--- config.mk ---
export PLATFORM = sky130hd
export DESIGN_NAME = rom_load_arbiter
export DESIGN_NICKNAME = d
export VERILOG_FILES = /design/src/rtl/rom_load_arbiter.sv
export SDC_FILE = /design/constraint.sdc
export NUM_CORES = 1
export LEC_CHECK = 0
export ABC_AREA = 1
export BUFFER_PORTS_ARGS = -buffer_cell sky130_fd_sc_hd__buf_2
export CAP_MARGIN = 30
export CORE_UTILIZATION = 49
export CTS_BUF_LIST = sky130_fd_sc_hd__clkbuf_8
export DETAILED_ROUTE_END_ITERATION = 10
export GPL_TIMING_DRIVEN = 1
export PLACE_DENSITY = 0.77
export SLEW_MARGIN = 30
export SYNTH_ARGS = -nofsm -noshare
export SYNTH_HDL_FRONTEND = slang
export SYNTH_SLANG_ARGS = --single-unit
--- constraint.sdc ---
create_clock -name clk -period 1.9 [get_ports clk]
set_input_delay 0.38 -clock clk [delete_from_list [all_inputs] [get_ports clk]]
set_output_delay 0.38 -clock clk [all_outputs]
set_load 0.1 [all_outputs]
--- src/rtl/rom_load_arbiter.sv ---
// rom_load_arbiter: shares SDRAM port B between the game CPU and the ROM loader byte stream.
// Optional feature macro: ROM_LOAD_CHECKSUM_EN builds a 16-bit wrapping sum of retired bytes.

module rom_load_arbiter #(
  parameter int                ADDR_W      = 22,
  parameter logic [ADDR_W-1:0] LOAD_BASE   = '0,
  parameter int                HOLD_CYCLES = 255
) (
  input  logic              clk,
  input  logic              resetn,
  input  logic              loading,
  input  logic [7:0]        loader_do,
  input  logic              loader_do_valid,
  input  logic [ADDR_W-1:0] cpu_addr,
  input  logic              cpu_read,
  input  logic              cpu_write,
  input  logic [7:0]        cpu_dout,
  input  logic              mem_slot,
  output logic [ADDR_W-1:0] mem_addr,
  output logic              mem_oe,
  output logic              mem_we,
  output logic [7:0]        mem_din,
  output logic              cpu_hold,
  output logic [ADDR_W-1:0] load_bytes,
  output logic              load_done,
  output logic              overflow,
  output logic [15:0]       checksum
);

  localparam int CNT_W = (HOLD_CYCLES > 0) ? $clog2(HOLD_CYCLES + 1) : 1;

  typedef enum logic [1:0] {S_HOLD, S_IDLE, S_LOAD, S_FLUSH} state_t;

  state_t           state, state_nx;
  logic [CNT_W-1:0] hold_cnt, hold_cnt_nx;
  logic             loading_q;

  logic [7:0]       fifo_mem [4];
  logic [1:0]       wr_ptr, rd_ptr;
  logic [2:0]       count;

  logic load_rise, writing, fifo_empty, fifo_full;
  logic wr_req, pop, push, push_ok, drop;
  logic [7:0] fifo_head;

  assign load_rise  = loading & ~loading_q;
  assign writing    = (state == S_LOAD) || (state == S_FLUSH);
  assign fifo_empty = (count == 3'd0);
  assign fifo_full  = (count == 3'd4);
  assign fifo_head  = fifo_mem[rd_ptr];
  assign wr_req     = writing & ~fifo_empty;
  assign pop        = wr_req & mem_slot;
  assign push       = (state == S_LOAD) & loader_do_valid;
  // A push at full survives only when the head leaves in the same cycle.
  assign push_ok    = push & (~fifo_full | pop);
  assign drop       = push & fifo_full & ~pop;

  // NOTE: state registers use non-blocking assignments so every flop samples pre-edge values.
  always_ff @(posedge clk or negedge resetn) begin
    if (!resetn) begin
      state     <= S_HOLD;
      hold_cnt  <= CNT_W'(HOLD_CYCLES);
      loading_q <= 1'b0;
    end else begin
      state     <= state_nx;
      hold_cnt  <= hold_cnt_nx;
      loading_q <= loading;
    end
  end

  // NOTE: every always_comb output gets a default first so no path can infer a latch.
  always_comb begin
    state_nx    = state;
    hold_cnt_nx = hold_cnt;
    load_done   = 1'b0;
    if (load_rise) begin
      state_nx = S_LOAD;
    end else begin
      unique case (state)
        S_LOAD: if (!loading) state_nx = S_FLUSH;
        S_FLUSH: begin
          if (fifo_empty) begin
            state_nx    = S_HOLD;
            hold_cnt_nx = CNT_W'(HOLD_CYCLES);
            load_done   = 1'b1;
          end
        end
        S_HOLD: begin
          if (hold_cnt == '0) state_nx = S_IDLE;
          else                hold_cnt_nx = hold_cnt - CNT_W'(1);
        end
        S_IDLE: ;
        default: state_nx = S_HOLD;
      endcase
    end
  end

  always_comb begin
    mem_addr = LOAD_BASE + load_bytes;
    mem_oe   = 1'b0;
    mem_we   = wr_req;
    mem_din  = wr_req ? fifo_head : 8'h00;
    cpu_hold = 1'b1;
    if (state == S_IDLE) begin
      mem_addr = cpu_addr;
      mem_oe   = cpu_read;
      mem_we   = cpu_write;
      mem_din  = cpu_dout;
      cpu_hold = 1'b0;
    end
  end

  always_ff @(posedge clk or negedge resetn) begin
    if (!resetn) begin
      wr_ptr     <= '0;
      rd_ptr     <= '0;
      count      <= '0;
      load_bytes <= '0;
      overflow   <= 1'b0;
    end else if (load_rise) begin
      wr_ptr     <= '0;
      rd_ptr     <= '0;
      count      <= '0;
      load_bytes <= '0;
      overflow   <= 1'b0;
    end else begin
      if (push_ok) wr_ptr <= wr_ptr + 2'd1;
      if (pop) begin
        rd_ptr     <= rd_ptr + 2'd1;
        load_bytes <= load_bytes + ADDR_W'(1);
      end
      unique case ({push_ok, pop})
        2'b10:   count <= count + 3'd1;
        2'b01:   count <= count - 3'd1;
        default: count <= count;
      endcase
      if (drop) overflow <= 1'b1;
    end
  end

  // NOTE: the FIFO storage has no reset; pointers and count define which entries are valid.
  always_ff @(posedge clk) begin
    if (push_ok && !load_rise) fifo_mem[wr_ptr] <= loader_do;
  end

`ifdef ROM_LOAD_CHECKSUM_EN
  always_ff @(posedge clk or negedge resetn) begin
    if (!resetn)        checksum <= '0;
    else if (load_rise) checksum <= '0;
    else if (pop)       checksum <= checksum + {8'h00, fifo_head};
  end
`else
  assign checksum = '0;
`endif

endmodule

==> impl_metrics.yaml <==
outcome:
  status: "complete, but fails checks"
  violations: "setup timing"
sta:
  final.setup.worst_slack_ns: -0.316
  fmax_mhz: 451
  hold_slack_ns: 0.178
  slew_violations: 0
  period_minus_slack_ns: 2.22
  grt_setup_unrepaired: "true"
  tns_ns: -9.61
  setup_viol: 69
  fin_crit_sh_pct: 117
  hold_viol_final: 0
  finalClockSkew_ns: 0.0129
final_layout:
  nets: 735
  final-seq-area_mm2: 0.00202
  utilization_pct: 78.4
  antenna_cells: 0
  syn_to_final_growth_pct: 52.6
  multi_input_area_mm2: 0.00244
  design_area_mm2: 0.00657
  drive_gt1_share_pct: 41.9
  finalNonFillerCells: 787
  fillCellCount: 515
placement:
  gp_congestion: 0.901
  dpl.hpwl_um: 8610
  place_inst: 752
  portBuffers: 101
  dpl_worst_slack_ns: -0.0959
  place_area_mm2: 0.00600
cts:
  numCtsBuffers: 9
  clkSlewWorstSetupHoldPaths_ns: 0.09
  clkLatencyLatePin_ns: 0.36
  cts_num_sinks: 73
  cts_max_level: 3
  cts_tree: "built"
  cts_buffer_depth: 2
  cts-root-buf: "clkbuf_8"
global_route:
  antenna_found_initial: 0
  grt_pass1_wl_um: 19900
  grt_overflow: 0
  grt_pass1_vias: 4158
  grt_start_max_net_pins: 23
  grt_usage_pct: 29.0
logic_synthesis:
  synth_top_area_share_pct: 22.3
  synth.most_common_cell: "nand2_1"
  postSynthAreaPerCell_um2: 8.10
  synth_area_mm2: 0.00431
  ys_ff_latch: 73
  ys.flop_type: "dfrtp_1"
  synth.largest_area_cell: "edfxtp_1"
  synth_top_cells_by_count: "133 x nand2_1, 68 x nor2_1, 61 x o21ai_0, 58 x inv_1, 33 x dfrtp_1"
  yosys_warnings: 0
  synthDistinctLibCells: 34
  synth_edf_count: 32
  netlist_instances: 532
  async_reset_ff_share_pct: 56.2
  synth_area_leaders: "edfxtp_1 22%, dfrtp_1 19%, nand2_1 12%"
  yosysSeqAreaShare_pct: 46.4
routing:
  route.detailed.drc: 0
  via_per_inst: 5.56
  final_antenna_net_count: 0
  postRouteWirelength_um: 13100
  topRoutingLayerUsed: "met4"
  route.met2.wl_um: 6760
  first_iter_violations: 379
  drtPass1Iterations: 5
  dr_wl_met3_um: 1010
  wl_met1_um: 4940
  wire_per_inst_um: 16.6
  num_vias: 4374
critical_path:
  crit_path_frequent_cell: "buf_12"
  start_kind: "register"
  worstPathMaxFanout: 9
  cp-end-kind: "primary output"
  critPathTopFamily: "buffers and inverters"
  worst_path_largest_cell_delay_ns: 0.42
  reg2reg_to: "count[2]$_DFFE_PN0P_"
  crit_path_end: "mem_din[3]"
  crit_type: "register to primary output"
  crit_start: "state[0]$_DFFE_PN0P_"
  crit_chain: "buf_6 > ha_4 > clkinvlp_4 > nand3_4 > buf_12 > o21ai_4 > buf_12"
  r2r-start: "state[0]$_DFFE_PN0P_"
  cp_slowest_cell: "dfrtp_1"
  worstPathRequired_ns: 1.52
  ff2ff_path_depth: 12
  crit_buf_inv: 4
  crit_arrival_ns: 1.84
  path_depth: 7
  r2r_slack_ns: -0.17
power:
  vdd_drop_max_uv: 1310
  leakage_nw: 2.91
  pwr_density_cell_mw_per_mm2: 1790
  p_total_mw: 11.7
die:
  design.core.area_mm2: 0.00838
  die-height_um: 95.8
  rows: 33
  die_area_mm2: 0.00917
  ios: 118
  dieWidth_um: 95.8
  start_util_pct: 51.4
worst_hold_path:
  hp-class: "primary input to register"
flow_run:
  maxCapViolCount: 0
==> where the power goes <==
part / switching [mW] / internal, mW / total (mW)
Sequential: 0.225 / 2.00 / 2.23
Clock: 0.656 / 0.632 / 1.29
Combinational: 5.26 / 2.96 / 8.22
Total: 6.14 / 5.60 / 11.7
==> routing by layer <==
layer	up-vias	track usage, %
met5	-	0
li1	2005	-
met3	52	4.50
met1	2057	36.1
met4	0	12.7
met2	260	49.8
==> registers in the layout, indices dropped and copies added (netlist names) <==
register / cells
fifo_mem: 32
load_bytes: 22
hold_cnt: 8
count: 3
rd_ptr: 2
state: 2
wr_ptr: 2
loading_q: 1
overflow: 1
==> cells in the final DEF (no fill, tap or decap), types with 3 or more instances in the layout <==
master and count:
nand2_1 107, buf_2 67, nor2_1 63, inv_1 51
buf_12 37, buf_4 36, o21ai_0 35, edfxtp_1 32
nand3_1 26, o21ai_4 25, dfrtp_2 20, nand2_2 19
conb_1 16, nand4_1 14, dfrtp_1 13, ha_1 9
clkbuf_8 9, inv_2 8, o22a_1 8, a21oi_1 8
dfstp_2 8, nand2_4 7, nor2_4 7, nand3_2 7
xor2_1 6, nand3_4 4, clkinvlp_4 3, nor3_1 3
clkinv_4 3, buf_16 3
==> worst register-to-register path, delay by kind of cell (launching register included) <==
kind	cells	cell delay [ns]
flip-flops	1	0.41
XOR/XNOR	2	0.31
AND/OR/NAND/NOR	4	0.31
adder cells (fa/ha/maj)	2	0.58
buffers and inverters	4	0.38
==> cell families (layout without fill, tap and decap cells) <==
kind of cell	count (synthesis)	in the layout	share of synthesized area, %
simple gates	264	264	27.8
buf+inv	91	226	9.93
compound gates	83	83	10.4
flops	73	73	46.4
fa+ha+maj	13	13	3.95
xor+xnor	7	7	1.42
other cells	1	16	0.0870
==> worst min-delay path by stage <==
| stage | from | to | slack, ns | cells past startpoint |
|---|---|---|---|---|
| 3_5_place_dp | resetn | load_bytes[7]$_DFFE_PN0P_ | 0.37 | 1 |
| 4_1_cts | loading | loading_q$_DFF_PN0_ | 0.17 | 1 |
| 6_report | loading | loading_q$_DFF_PN0_ | 0.18 | 1 |
| 2_1_floorplan | resetn | count[0]$_DFFE_PN0P_ | 0.08 | 0 |
| 3_3_place_gp | resetn | load_bytes[7]$_DFFE_PN0P_ | 0.36 | 1 |
| 5_1_grt | loading | loading_q$_DFF_PN0_ | 0.17 | 1 |
==> what timing repair did <==
item,in CTS,in global routing
hold buffers,1,0
cloned,4,0
endpoints found under the setup margin,38,80
resized for setup,21,19
buffers inserted,4,10
pin swaps,17,9
hold endpoints to repair,11,0
==> layout make-up <==
cell class,instances,share of cell area (%)
clock buffers,9,1.88
clock inverters,7,1.29
inverters,62,3.71
multi-input cells,383,37.1
flip-flops and latches,73,30.8
well taps,105,2.00
repair buffers,148,23.2
(Power assumes the default switching activity.)
